--- config.mk ---
export PLATFORM = sky130hd
export DESIGN_NAME = unit_pack_fifo
export DESIGN_NICKNAME = d
export VERILOG_FILES = /design/src/rtl/unit_pack_fifo.sv
export SDC_FILE = /design/constraint.sdc
export NUM_CORES = 1
export LEC_CHECK = 0
export CAP_MARGIN = 20
export CELL_PAD_IN_SITES_DETAIL_PLACEMENT = 1
export CELL_PAD_IN_SITES_GLOBAL_PLACEMENT = 1
export CORE_MARGIN = 10
export CORE_UTILIZATION = 40
export CTS_CLUSTER_SIZE = 20
export DETAILED_ROUTE_END_ITERATION = 7
export GPL_ROUTABILITY_DRIVEN = 1
export PLACE_DENSITY_LB_ADDON = 0.1
export SLEW_MARGIN = 20
export SYNTH_ARGS = -nofsm -noshare
export SYNTH_HDL_FRONTEND = slang
export SYNTH_SLANG_ARGS = --single-unit
--- constraint.sdc ---
create_clock -name clk -period 16.3 [get_ports clk]
set_input_delay 3.26 -clock clk [delete_from_list [all_inputs] [get_ports clk]]
set_output_delay 3.26 -clock clk [all_outputs]
set_load 0.02 [all_outputs]
--- src/rtl/unit_pack_fifo.sv ---
`default_nettype none
// ============================================================================
// Module   : unit_pack_fifo
// Purpose  : Packs variable-length unit runs from source beats into full
//            destination words, queued in a small output FIFO.
// Revision : 1.0
// ============================================================================
module unit_pack_fifo #(
    parameter int  DATA_WIDTH      = 32,
    parameter int  DATA_UNIT       = 8,
    parameter int  USER_INFO_WIDTH = 8,
    parameter int  DEPTH           = 4,
    localparam int UNITS           = DATA_WIDTH / DATA_UNIT,
    localparam int CW              = $clog2(UNITS) + 1,
    localparam int OW              = $clog2(UNITS),
    localparam int LW              = $clog2(DEPTH) + 1
) (
    input  logic                       clk,
    input  logic                       rst_n,
    input  logic                       flush,
    input  logic                       src_valid,
    output logic                       src_ready,
    input  logic [DATA_WIDTH-1:0]      src_data,
    input  logic [OW-1:0]              src_offset,
    input  logic [CW-1:0]              src_unit_num,
    input  logic                       src_bgin,
    input  logic [OW-1:0]              src_initial_offset,
    input  logic                       src_done,
    input  logic                       src_last,
    input  logic [USER_INFO_WIDTH-1:0] src_user_info,
    output logic                       dst_valid,
    input  logic                       dst_ready,
    output logic [DATA_WIDTH-1:0]      dst_data,
    output logic [UNITS-1:0]           dst_strb,
    output logic [CW-1:0]              dst_unit_num,
    output logic                       dst_done,
    output logic                       dst_last,
    output logic [USER_INFO_WIDTH-1:0] dst_user_info,
    output logic [LW-1:0]              level,
    output logic                       err
);

    localparam int             PW      = $clog2(DEPTH);
    localparam logic [CW-1:0]  c_UNITS = CW'(UNITS);
    localparam logic [LW-1:0]  c_DEPTH = LW'(DEPTH);

    // Accumulator state
    logic [DATA_WIDTH-1:0] r_acc;
    logic [CW-1:0]         r_fill;
    logic [OW-1:0]         r_ofst;
    logic                  r_err;

    // FIFO state
    logic [DATA_WIDTH-1:0]      r_mem_data [DEPTH];
    logic [UNITS-1:0]           r_mem_strb [DEPTH];
    logic [CW-1:0]              r_mem_unum [DEPTH];
    logic                       r_mem_done [DEPTH];
    logic                       r_mem_last [DEPTH];
    logic [USER_INFO_WIDTH-1:0] r_mem_user [DEPTH];
    logic [PW-1:0]              r_wptr;
    logic [PW-1:0]              r_rptr;
    logic [LW-1:0]              r_level;

    // Beat datapath
    logic [DATA_WIDTH-1:0]   w_shifted;
    logic [DATA_WIDTH-1:0]   w_unit_mask;
    logic [DATA_WIDTH-1:0]   w_units;
    logic [DATA_WIDTH-1:0]   w_base_acc;
    logic [2*DATA_WIDTH-1:0] w_wide;
    logic [CW-1:0]           w_base_fill;
    logic [CW-1:0]           w_nfill;
    logic [CW-1:0]           w_spill;
    logic [OW-1:0]           w_base_ofst;
    logic                    w_full;
    logic [1:0]              w_e;

    logic [DATA_WIDTH-1:0] w_a_data;
    logic [UNITS-1:0]      w_a_strb;
    logic [CW-1:0]         w_a_unum;
    logic                  w_a_done;
    logic                  w_a_last;
    logic [DATA_WIDTH-1:0] w_b_data;
    logic [UNITS-1:0]      w_b_strb;
    logic [CW-1:0]         w_b_unum;
    logic                  w_b_done;
    logic                  w_b_last;

    logic          w_accept;
    logic          w_pop;
    logic [1:0]    w_push_n;
    logic [LW-1:0] w_free;
    logic [PW-1:0] w_wptr1;

    function automatic logic [UNITS-1:0] strb_range(input logic [OW-1:0] lo,
                                                    input logic [CW-1:0] hi);
        logic [UNITS-1:0] s;
        for (int i = 0; i < UNITS; i++) begin
            s[i] = (CW'(i) >= {1'b0, lo}) && (CW'(i) < hi);
        end
        return s;
    endfunction

    always_comb begin
        w_base_fill = src_bgin ? {1'b0, src_initial_offset} : r_fill;
        w_base_ofst = src_bgin ? src_initial_offset : r_ofst;
        w_base_acc  = src_bgin ? '0 : r_acc;

        w_shifted   = src_data >> (DATA_UNIT * int'(src_offset));
        w_unit_mask = '0;
        for (int i = 0; i < UNITS; i++) begin
            if (CW'(i) < src_unit_num) begin
                w_unit_mask[i*DATA_UNIT +: DATA_UNIT] = '1;
            end
        end
        w_units = w_shifted & w_unit_mask;
        // Double-width staging lets the spill land in the upper word directly
        w_wide  = {{DATA_WIDTH{1'b0}}, w_base_acc}
                | ({{DATA_WIDTH{1'b0}}, w_units} << (DATA_UNIT * int'(w_base_fill)));

        w_nfill = w_base_fill + src_unit_num;
        w_full  = (w_nfill >= c_UNITS);
        w_spill = w_nfill - c_UNITS;

        w_e      = 2'd0;
        w_a_data = w_wide[DATA_WIDTH-1:0];
        w_a_unum = w_full ? c_UNITS : w_nfill;
        w_a_strb = strb_range(w_base_ofst, w_a_unum);
        w_a_done = 1'b0;
        w_a_last = 1'b0;
        w_b_data = '0;
        w_b_strb = '0;
        w_b_unum = '0;
        w_b_done = 1'b0;
        w_b_last = 1'b0;

        if (w_full) begin
            w_e = 2'd1;
            if (src_done && (w_spill != '0)) begin
                w_e      = 2'd2;
                w_b_data = w_wide[2*DATA_WIDTH-1:DATA_WIDTH];
                w_b_strb = strb_range('0, w_spill);
                w_b_unum = w_spill;
                w_b_done = 1'b1;
                w_b_last = src_last;
            end else begin
                w_a_done = src_done;
                w_a_last = src_done & src_last;
            end
        end else if (src_done) begin
            // Also covers nfill==0: an empty word that only marks packet end
            w_e      = 2'd1;
            w_a_done = 1'b1;
            w_a_last = src_last;
        end
    end

    assign w_free    = c_DEPTH - r_level;
    assign src_ready = !flush && (w_free >= LW'(w_e));
    assign w_accept  = src_valid && src_ready;
    assign w_pop     = (r_level != '0) && dst_ready && !flush;
    assign w_push_n  = w_accept ? w_e : 2'd0;
    assign w_wptr1   = r_wptr + PW'(1);

    always_ff @(posedge clk or negedge rst_n) begin
        if (!rst_n) begin
            r_acc  <= '0;
            r_fill <= '0;
            r_ofst <= '0;
            r_err  <= 1'b0;
        end else if (flush) begin
            r_acc  <= '0;
            r_fill <= '0;
            r_ofst <= '0;
            r_err  <= 1'b0;
        end else begin
            // A new packet arriving over unfinished fill drops that fill
            r_err <= w_accept && src_bgin && (r_fill != '0);
            if (w_accept) begin
                if (src_done) begin
                    r_acc  <= '0;
                    r_fill <= '0;
                    r_ofst <= '0;
                end else if (w_full) begin
                    r_acc  <= w_wide[2*DATA_WIDTH-1:DATA_WIDTH];
                    r_fill <= w_spill;
                    r_ofst <= '0;
                end else begin
                    r_acc  <= w_wide[DATA_WIDTH-1:0];
                    r_fill <= w_nfill;
                    r_ofst <= w_base_ofst;
                end
            end
        end
    end

    always_ff @(posedge clk or negedge rst_n) begin
        if (!rst_n) begin
            for (int i = 0; i < DEPTH; i++) begin
                r_mem_data[i] <= '0;
                r_mem_strb[i] <= '0;
                r_mem_unum[i] <= '0;
                r_mem_done[i] <= 1'b0;
                r_mem_last[i] <= 1'b0;
                r_mem_user[i] <= '0;
            end
            r_wptr  <= '0;
            r_rptr  <= '0;
            r_level <= '0;
        end else if (flush) begin
            r_wptr  <= '0;
            r_rptr  <= '0;
            r_level <= '0;
        end else begin
            if (w_push_n != 2'd0) begin
                r_mem_data[r_wptr] <= w_a_data;
                r_mem_strb[r_wptr] <= w_a_strb;
                r_mem_unum[r_wptr] <= w_a_unum;
                r_mem_done[r_wptr] <= w_a_done;
                r_mem_last[r_wptr] <= w_a_last;
                r_mem_user[r_wptr] <= src_user_info;
            end
            if (w_push_n == 2'd2) begin
                r_mem_data[w_wptr1] <= w_b_data;
                r_mem_strb[w_wptr1] <= w_b_strb;
                r_mem_unum[w_wptr1] <= w_b_unum;
                r_mem_done[w_wptr1] <= w_b_done;
                r_mem_last[w_wptr1] <= w_b_last;
                r_mem_user[w_wptr1] <= src_user_info;
            end
            r_wptr  <= r_wptr + PW'(w_push_n);
            r_rptr  <= r_rptr + PW'(w_pop);
            r_level <= r_level + LW'(w_push_n) - LW'(w_pop);
        end
    end

    // Stale storage after a flush is hidden by gating on occupancy
    assign dst_valid     = (r_level != '0);
    assign dst_data      = dst_valid ? r_mem_data[r_rptr] : '0;
    assign dst_strb      = dst_valid ? r_mem_strb[r_rptr] : '0;
    assign dst_unit_num  = dst_valid ? r_mem_unum[r_rptr] : '0;
    assign dst_done      = dst_valid ? r_mem_done[r_rptr] : 1'b0;
    assign dst_last      = dst_valid ? r_mem_last[r_rptr] : 1'b0;
    assign dst_user_info = dst_valid ? r_mem_user[r_rptr] : '0;
    assign level         = r_level;
    assign err           = r_err;

endmodule
`default_nettype wire

**Word-level counts from Yosys, hierarchy flattened**

Cells that the tools add are included.
W data, S select, Z words.

- Add/sub/neg operators: 8
- $lt $le $gt $ge: 22
- Eq/ne operators: 1
- Shift operators: 2
- Muxes and demuxes: 118
- Bitwise gates (word level): 6
- Reductions and logical operators: 18

Operators by type and width:

| kind | count |
|---|---|
| $mux W32 | 15 |
| $mux W128 | 3 |
| $bwmux W128 | 2 |
| $demux W32 S2 | 2 |
| $mux W8 | 9 |
| $bmux W32 S2 | 1 |
| $bwmux W32 | 2 |
| $or A32 B64 Y64 | 1 |
| $shl A32 B6 Y64 | 1 |
| $mux W4 | 13 |
| $mux W16 | 3 |
| $mux W3 | 14 |
| $mux W12 | 3 |
| $and A32 B32 Y32 | 1 |
| $bwmux W16 | 2 |
| $demux W8 S2 | 2 |
| $shr A32 B5 Y32 | 1 |
| $bwmux W12 | 2 |
| $mux W1 | 20 |
| $mux W2 | 10 |
| $lt A1 B3 Y1 const A | 6 |
| $lt A2 B3 Y1 const A | 6 |
| $bmux W8 S2 | 1 |
| $bwmux W4 | 4 |
| other kinds (26) | 51 |

- Flip-flop bits (word level): 241
- Bits of input ports: 55
- Output and inout bits: 55
- Logic and storage cells: 206

**Logic depth before layout (Yosys ltp)**

Gate-level depths: netlist (run 1).

- Depth in word-level cells: 16
- Depth in mapped cells: 28
- Mapped depth without buffers: 23

**Least setup slack after synthesis (run 1)**

OpenSTA, ideal clock, no wires.

- Path type: in2out
- Start point: in src_bgin
- End point: out src_ready
- Arrival time: 6.858 ns
- Required time: 13.040 ns
- Setup slack: 6.182 ns
- Cell stages on the path: 17
- Buffers on the path: 4
- Cells stage by stage: buf_2 mux2i_1 inv_2 clkbuf_1 ha_1 inv_1 fa_1 xnor2_2 xnor2_1 buf_2 nor3_1 nor2_1 ha_1 nand2b_1 a2bb2oi_2 inv_1 clkbuf_1

- Longest elaborated chain between the ends: 9
- Elaborated cells on any way between the ends: 10
- Those cells by class: add/sub: 2; order compare: 2; mux: 3; reduce/logical: 3

Ends and longest elaborated chain:

| item | line | source |
|---|---|---|
| from (decl) | 26 | `input logic src_bgin,` |
| $mux W3 (*) | 104 | `w_base_fill = src_bgin ? {1'b0, src_initial_offset} : r_fill;` |
| $add A3 B3 Y3 (*) | 120 | `w_nfill = w_base_fill + src_unit_num;` |
| $sub A3 B3 Y3 | 122 | `w_spill = w_nfill - c_UNITS;` |
| $reduce_bool A3 Y1 | 138 | `if (src_done && (w_spill != '0)) begin` |
| $logic_and A1 B1 Y1 | 138 |  |
| $mux W2 | 138 |  |
| $mux W2 (*) | 136 | `if (w_full) begin` |
| $ge A3 B2 Y1 (*) | 158 | `assign src_ready = !flush && (w_free >= LW'(w_e));` |
| $logic_and A1 B1 Y1 (*) | 158 |  |
| to (decl) | 22 | `output logic src_ready,` |

Every way passes the cells marked *; elsewhere a longest branch is shown, timed or not.

**Worst setup path in the final report (run 1)**

Ends and elaborated chain as after synthesis.

==> results_dict.tcl, run 1 <==
set metrics [dict create \
    ios 110 \
    cts_tree "done" \
    grt_overflow 0 \
    synth.avg_cell_area_sq_um 10.6 \
    synth_seq_cells 241 \
    max_cap_violations 0 \
    ys_async_sr_fraction_pct 100 \
    clkTransAtPathRegs_ns 0.06 \
    wl_per_cell_um 27.8 \
    slew_headroom_pct 21.5 \
    grt_pass1_vias 12599 \
    place.gp.congestion 0.987 \
    critPathKind "in -> out" \
    swShare_pct 37.0 \
    worstHoldPathCells 1 \
    synth_edf_count 0 \
    worst_ir_drop_vdd_v 0.000116 \
    ys.flop_type "dfrtp_1" \
    grt_setup_unrepaired "no" \
    vias 12272 \
    synth_area_sq_mm 0.0140 \
    fp.dieArea_sq_mm 0.0430 \
    hold_viol 0 \
    ys_seq_area_share_pct 43.0 \
    pwr-share-comb_pct 44.1 \
    netlist_instances 1324 \
    cts_sinks 241 \
    start_kind "input pin" \
    placed_area_sq_mm 0.0155 \
    synth.top_cell.area_share_pct 43.0 \
    p_per_area_mw_per_mm2 179 \
    path_max_fanout 23 \
    antenna_found_initial 0 \
    initial_core_util_pct 40.6 \
    ant_nets 0 \
    vias_per_cell 6.62 \
    p_int_mw 1.86 \
    dr.first_iter.drc_count 1164 \
    synth_fp_nets 1391 \
    dr.pass1.iters 7 \
    p_seq_share_pct 33.1 \
    dp.final_hpwl_um 34800 \
    fp.dieW_um 207 \
    grt_use_met3_pct 2.84 \
    grt_usage_pct 23.2 \
    rows 68 \
    clock.fmax_mhz 83.9 \
    synth_area_leader_cell "dfrtp_1" \
    synth_warnings 0 \
    hold_start "r_mem_done[0]" \
    drc 0 \
    final_common_cell "dfrtp_1" \
    gr-usage-met1_pct 33.8 \
    crit_path_end_kind "output port" \
    nFillCells 3722 \
    core_area_sq_mm 0.0345 \
    antenna_cells 0 \
    hold_class "reg -> reg" \
    finalSetupTns_ns 0 \
    p_clk_share_pct 22.8 \
    syn2layout_area_growth_pct 17.6 \
    numPortBuffers 109 \
    ys_types 72 \
    status "completed" \
    power.switching_mw 1.09 \
    finalMaxSlewViolations 0 \
    grt_max_degree 87 \
    r2r-start "r_fill[1]" \
    clockRootBuffer "clkbuf_16" \
    final_net_count 1443 \
    power_leakage_nw 6.35 \
    skew_ns 0.0170 \
    totalWireLength_um 51500 \
    htree_levels 1 \
    synthTopCellsByArea "dfrtp_1 (43%), mux4_2 (8.8%), a221oi_1 (6.4%)" \
    layout-drive-gt1-share_pct 15.6 \
    max_slew.worst_pin.slew_ns 1.17 \
    crit_start "src_bgin" \
    worstPathArrival_ns 8.66 \
    grt_pass1_wl_um 80800 \
    final_cell_mix "dfrtp_1 (239), nor3_1 (137), clkdlybuf4s50_1 (108)" \
    die_y_um 207 \
    cts_buffers 29 \
    grt_busiest_layer "met2" \
    met2_usage_pct 35.7 \
    cts_buffer_depth 3 \
    clk_latency_ns 0.57 \
    timing.final.crit_share_pct 73.1 \
    cp_data_required_time_ns 13.04 \
    finalInstanceArea_sq_mm 0.0165 \
    post_cts_buffers 0 \
    reg2reg_depth 22 \
    hold_buffers 0 \
    finalCriticalPeriod_ns 11.92 \
    setup_violations 0 \
    cts_resized 0 \
]
==> flip-flops by register name, summed over array words and instances (netlist names), 2 cells and up <==
name	count
r_ofst	2
r_wptr	2
r_mem_done	4
r_mem_data	128
r_rptr	2
level	3
r_mem_user	32
r_mem_unum	12
r_mem_strb	16
r_fill	3
r_acc	32
r_mem_last	4
==> logic make-up after synthesis <==
logic type               count (synthesis)  synth area share [%]
AO/OA/AOI/OAI                          377                  22.4
XOR/XNOR                                 7                 0.491
adder cells (fa/ha/maj)                 12                  1.18
buffers and inverters                  162                  4.58
flip-flops                             241                  43.0
multiplexers                           106                  12.9
AND/OR/NAND/NOR                        419                  15.5
==> layer usage <==
metal | vias up | part of all wire [%]
li1 | 5372 | -
met1 | 6436 | 46
met2 | 400 | 46
met3 | 64 | 5.6
met4 | 0 | 1.9
met5 | - | 0
==> metrics by stage <==
stage	util (%)	power (mW)	cells	hold WS [ns]	worst slack [ns]
after detailed placement	44.9	2.29	1799	0.470	4.43
after global routing	47.8	3.14	1853	0.493	4.00
after floorplan	-	1.80	1324	0.444	6.18
final	47.8	2.95	1853	0.473	4.38
after global placement	44.8	2.26	1797	0.466	4.54
after CTS	47.7	2.98	1852	0.482	4.43
==> Yosys cell counts (11+ instances only) <==
cell and n:
mux2_2 38, a221oi_1 103, a21oi_1 11, dfrtp_1 241, a32o_1 17, and2_1 55, nor2b_1 25, o32ai_1 17
clkbuf_1 87, a22oi_1 21, a22o_1 23, inv_1 31, a211oi_1 38, o221a_2 11, buf_1 14, nand3_1 30
o2bb2ai_1 13, nor2_1 68, o21ai_0 27, o221ai_1 11, buf_2 25, a222oi_1 16, nand2_1 51, mux4_2 55
nor3_1 137
==> worst paths after layout <==
check / endpoint / slack, ns
worst min register to register: r_mem_done[0] / 0.47
max in group asynchronous: r_mem_data[110] / 12.38
min in group asynchronous: r_mem_user[22] / 2.70
worst max register to register: level[2] / 9.87
worst max-delay path: src_ready / 4.38
worst min-delay path: r_mem_done[0] / 0.47
==> power by group through the flow <==
stage               combinational (mW)  clock (mW)  sequential (mW)
floorplan                        0.870           0            0.931
global placement                  1.28           0            0.975
detailed placement                1.31           0            0.984
CTS                               1.32       0.684            0.975
global route                      1.42       0.715             1.01
finish                            1.30       0.672            0.977
==> final cells by class <==
cell class	count	area, sq um	share of cell area, %
Clock buffer	41	821	4.97
Sequential cell	241	6040	36.6
Timing Repair Buffer	148	1390	8.42
Multi-Input combinational cell	921	7400	44.8
Clock inverter	12	159	0.963
Inverter	35	131	0.796
Tap cell	455	569	3.45
==> worst max-delay path: stages <==
cell and delay [ns]:
clkdlybuf4s50_1 0.45, buf_4 0.30, mux2_2 0.47, clkinv_1 0.53, fa_1 0.59, xnor2_2 0.26
xnor2_1 0.12, buf_4 0.20, nor3_1 0.47, inv_1 0.11, ha_1 0.30, nor2b_1 0.13
a2bb2oi_2 0.39, inv_1 0.39, clkdlybuf4s50_1 0.67
No activity file was read; power rests on OpenSTA's default activity.
==> run 2, diff against run 1 <==
==> constraint.sdc (replaced) <==
create_clock -name clk -period 12.4 [get_ports clk]
set_input_delay 2.48 -clock clk [delete_from_list [all_inputs] [get_ports clk]]
set_output_delay 2.48 -clock clk [all_outputs]
set_load 0.02 [all_outputs]
==> results_dict.tcl, run 2 (synthesized netlist as in run 1, its figures left out) <==
set metrics [dict create \
    status "completed" \
    top_regs "r_mem_data: 128 flops, r_acc: 32 flops, r_mem_user: 32 flops" \
    clkTransAtPathRegs_ns 0.06 \
    vias 12371 \
    path_max_fanout 23 \
    fp.dieW_um 207 \
    finalMaxSlewViolations 0 \
    max_slew.worst_pin.slew_ns 1.12 \
    final_cell_mix "dfrtp_1 (239), nor3_1 (137), clkdlybuf4s50_1 (108)" \
    placedCellCount 1796 \
    dr.first_iter.drc_count 1208 \
    ios 110 \
    power_mw 3.91 \
    grt_pass1_vias 12746 \
    fin_hold_ws_ns 0.483 \
    core_area_sq_mm 0.0345 \
    final_net_count 1442 \
    top_register "r_mem_data" \
    hold_buffers 0 \
    cts_buffers 29 \
    antenna_cells 0 \
    setup_violations 0 \
    rr_endpoint "level[2]" \
    cts_buffer_depth 3 \
    layout-drive-gt1-share_pct 16.0 \
    clock.fmax_mhz 96.1 \
    vias_per_cell 6.68 \
    start_kind "input pin" \
    nFillCells 3735 \
    cts_tree "done" \
    cp_data_required_time_ns 9.92 \
    post_cts_buffers 0 \
    grt_overflow 0 \
    grt_pass1_wl_um 80800 \
    final_util_pct 47.8 \
    cts_resized 0 \
    clockRootBuffer "clkbuf_16" \
    r2r-start "r_fill[1]" \
    hold_viol 0 \
    finalSetupTns_ns 0 \
    syn2layout_area_growth_pct 17.8 \
    crit_start "src_bgin" \
    dp_worst_setup_slack_ns 2.02 \
    wl_per_cell_um 28.0 \
    drc 0 \
    critPathKind "in -> out" \
    slew_headroom_pct 25.2 \
    worstPathArrival_ns 7.93 \
    grt_max_degree 122 \
    ant_nets 0 \
    grt_setup_unrepaired "no" \
    fp.dieArea_sq_mm 0.0430 \
    power_leakage_nw 6.36 \
    place.gp.congestion 0.979 \
    final_cells 1853 \
    skew_ns 0.0272 \
    cts_sinks 241 \
    final_common_cell "dfrtp_1" \
    dp.final_hpwl_um 34600 \
    crit_path_end_kind "output port" \
    finalCriticalPeriod_ns 10.41 \
    dr.pass1.iters 7 \
    initial_core_util_pct 40.6 \
    antenna_found_initial 0 \
    regToRegSetupSlack_ns 6.00 \
    worst_ir_drop_vdd_v 0.000130 \
    critPathCapture "src_ready" \
    htree_levels 1 \
    max_cap_violations 0 \
    grt_usage_pct 23.3 \
    timing.final.crit_share_pct 83.9 \
    die_y_um 207 \
    totalWireLength_um 51900 \
    rows 68 \
    placed_area_sq_mm 0.0155 \
    largest_reg_flops 128 \
    numPortBuffers 109 \
    clk_latency_ns 0.58 \
    reg2reg_depth 22 \
    finalInstanceArea_sq_mm 0.0165 \
    p_per_area_mw_per_mm2 236 \
    setup_slack_ns 1.99 \
    hold_class "reg -> reg" \
]
## run 2: cell count changes in the layout (fill, tap and decap cells not counted)
cell,previous run,this run
clkinv_2,5,6
clkbuf_8,5,8
a211oi_1,38,37
clkinv_4,1,2
clkbuf_2,0,1
clkbuf_1,7,2
o2111ai_1,0,1
o2111ai_2,2,1
clkinvlp_4,2,3
a211oi_2,0,1
buf_6,2,0
## run 2: routing by layer
| layer | up-vias | part of all wire [%] | GRT usage, % | routed length (um) |
|---|---|---|---|---|
| li1 | 5368 | - | - | - |
| met1 | 6487 | 45 | 32.6 | 23400 |
| met2 | 450 | 46 | 36.6 | 23800 |
| met3 | 66 | 6.7 | 4.15 | 3460 |
| met4 | 0 | 2.2 | 5.72 | 1160 |
| met5 | - | 0 | 0 | 0 |
## run 2: power breakdown
part,internal [mW],switching [mW]
clock network,0.542,0.366
logic,0.817,0.900
registers,1.10,0.181
total,2.46,1.45
## run 2: worst max-delay path, stage by stage
cell and delay (ns):
clkdlybuf4s50_1 0.45, buf_4 0.31, mux2_2 0.46, clkinv_1 0.51, fa_1 0.59, xnor2_2 0.26
xnor2_1 0.11, buf_4 0.20, nor3_1 0.51, nor2_1 0.11, ha_1 0.29, nand2b_1 0.16
a2bb2oi_2 0.38, inv_1 0.40, clkdlybuf4s50_1 0.66
## run 2: worst min-delay path by stage
stage / cells after the start / end / start / slack, ns
floorplan: 1 / r_mem_done[0] / r_mem_done[0] / 0.44
CTS: 2 / r_ofst[1] / r_ofst[1] / 0.49
finish: 2 / r_ofst[1] / r_ofst[1] / 0.48
global route: 1 / r_acc[30] / r_acc[30] / 0.50
global placement: 2 / r_ofst[1] / r_ofst[1] / 0.47
detailed placement: 2 / r_ofst[1] / r_ofst[1] / 0.47
## run 2: final cells by class
class	instances	area [sq um]	share of cell area (%)
Multi-Input combinational cell	921	7390	44.7
Inverter	35	131	0.795
Tap cell	455	569	3.44
Clock buffer	39	843	5.10
Timing Repair Buffer	147	1370	8.30
Sequential cell	241	6040	36.5
Clock inverter	15	180	1.09
==> run 3, diff against run 2 <==
==> constraint.sdc (replaced) <==
create_clock -name clk -period 8.5 [get_ports clk]
set_input_delay 1.7 -clock clk [delete_from_list [all_inputs] [get_ports clk]]
set_output_delay 1.7 -clock clk [all_outputs]
set_load 0.02 [all_outputs]
==> results_dict.tcl, run 3 (synthesized netlist as in run 1, its figures left out) <==
set metrics [dict create \
    regToRegSetupSlack_ns 2.93 \
    wl_per_cell_um 28.0 \
    top_register "r_mem_data" \
    final_net_count 1455 \
    finalSetupTns_ns 0 \
    numPortBuffers 109 \
    grt_overflow 0 \
    cts_sinks 241 \
    layout-drive-gt1-share_pct 16.2 \
    crit_path_top_delay_cell "clkdlybuf4s50_1" \
    largest_reg_flops 128 \
    antenna_cells 0 \
    worst_ir_drop_vdd_v 0.000172 \
    cts_resized 0 \
    finalMaxSlewViolations 0 \
    core_area_sq_mm 0.0345 \
    power_leakage_nw 6.45 \
    clock.fmax_mhz 125 \
    totalWireLength_um 52200 \
    max_cap_violations 0 \
    ios 110 \
    antenna_found_initial 0 \
    post_cts_buffers 0 \
    place.gp.congestion 0.945 \
    path_max_fanout 18 \
    hold_viol 0 \
    timing.final.crit_share_pct 94.2 \
    setup_violations 0 \
    grt_usage_pct 23.6 \
    ant_nets 0 \
    clkTransAtPathRegs_ns 0.06 \
    grt_pass1_vias 12937 \
    cts_buffer_depth 3 \
    vias_per_cell 6.63 \
    top_regs "r_mem_data: 128 flops, r_acc: 32 flops, r_mem_user: 32 flops" \
    hold_class "reg -> reg" \
    skew_ns 0.0400 \
    critPathKind "in -> out" \
    max_slew.worst_pin.slew_ns 1.19 \
    finalCriticalPeriod_ns 8.01 \
    grt_max_degree 131 \
    status "completed" \
    cp_data_required_time_ns 6.80 \
    critPathMaxStageDelay_ns 0.65 \
    fin_hold_ws_ns 0.482 \
    htree_levels 1 \
    fp.dieArea_sq_mm 0.0430 \
    clk_latency_ns 0.59 \
    fp.dieW_um 207 \
    p_per_area_mw_per_mm2 348 \
    final_cell_mix "dfrtp_1 (239), nor3_1 (137), clkdlybuf4s50_1 (108)" \
    dr.first_iter.drc_count 1309 \
    dp.final_hpwl_um 35200 \
    hold_buffers 0 \
    drc 0 \
    grt_pass1_wl_um 82100 \
    start_kind "input pin" \
    syn2layout_area_growth_pct 19.1 \
    cp_cell_sequence "clkdlybuf4s50_1 > mux2i_2 > inv_2 > ha_1 > inv_1 > fa_1 > nor2b_1 > buf_4 > nor3_1 > nor2_1 > ha_1 > nand2b_1 > a2bb2oi_2 > inv_1 > clkdlybuf4s50_1" \
    crit_path_end_kind "output port" \
    worstPathArrival_ns 6.31 \
    cts_buffers 30 \
    clockRootBuffer "clkbuf_16" \
    cts_tree "done" \
    final_common_cell "dfrtp_1" \
    initial_core_util_pct 40.6 \
    dr.pass1.iters 7 \
    vias 12367 \
    die_y_um 207 \
    grt_setup_unrepaired "no" \
    rows 68 \
    slew_headroom_pct 20.4 \
]
-- run 3: cell types whose count changed in the layout (fill, tap and decap cells not counted), moves of 2 or more --
cell | before | now
clkinv_4 | 2 | 0
clkinv_2 | 6 | 1
clkbuf_1 | 2 | 6
clkbuf_8 | 8 | 5
bufinv_16 | 3 | 6
buf_4 | 34 | 47
-- run 3: layer usage --
layer	wire length (um)	track usage, %	vias up
li1	-	-	5407
met1	23700	33.6	6485
met2	24700	37.6	423
met3	2990	3.04	52
met4	879	4.77	0
met5	0	0	-
-- run 3: worst paths after layout --
kind | from | endpoint | depth (start not counted)
min in group asynchronous | rst_n | r_mem_user[14] | 1
worst max-delay path | src_bgin | src_ready | 15
worst max register to register | r_fill[0] | level[2] | 23
worst min-delay path | r_mem_done[0] | r_mem_done[0] | 1
max in group asynchronous | rst_n | r_rptr[0] | 2
worst min register to register | r_mem_done[0] | r_mem_done[0] | 1
-- run 3: area by class of cell --
| cell class | count | area (sq um) |
|---|---|---|
| fillers | 3734 | 17800 |
| multi-input cells | 921 | 7380 |
| flip-flops and latches | 241 | 6040 |
| repair buffers | 159 | 1490 |
| clock buffers | 41 | 842 |
| well taps | 455 | 569 |
| clock inverters | 13 | 256 |
| inverters | 35 | 131 |
-- run 3: report_power, final --
part / leakage, nW / switching (mW) / total (mW) / internal, mW
sequential: 3.05 / 0.271 / 1.88 / 1.61
combinational: 2.88 / 1.32 / 2.53 / 1.20
clock: 0.519 / 0.532 / 1.41 / 0.877
total: 6.45 / 2.12 / 5.81 / 3.69
-- run 3: worst max-delay path: cells and delay by family --
kind | cells | cell delay [ns]
AOI/OAI and AO/OA | 1 | 0.38
adders and majority gates | 3 | 1.00
buffers and inverters | 6 | 1.98
muxes | 1 | 0.30
and+or+nand+nor | 4 | 0.93
-- run 3: metrics by stage --
step / util (%) / std cells / setup WS [ns] / instance area, sq um / power [mW]
after global routing: 48.4 / 1865 / 0.177 / 16700 / 6.18
final: 48.4 / 1865 / 0.494 / 16700 / 5.81
after detailed placement: 45.1 / 1809 / 0.505 / 15600 / 4.42
after floorplan: - / 1324 / 1.50 / 14000 / 3.45
after CTS: 48.3 / 1863 / 0.516 / 16700 / 5.86
after global placement: 45.1 / 1808 / 0.614 / 15600 / 4.33
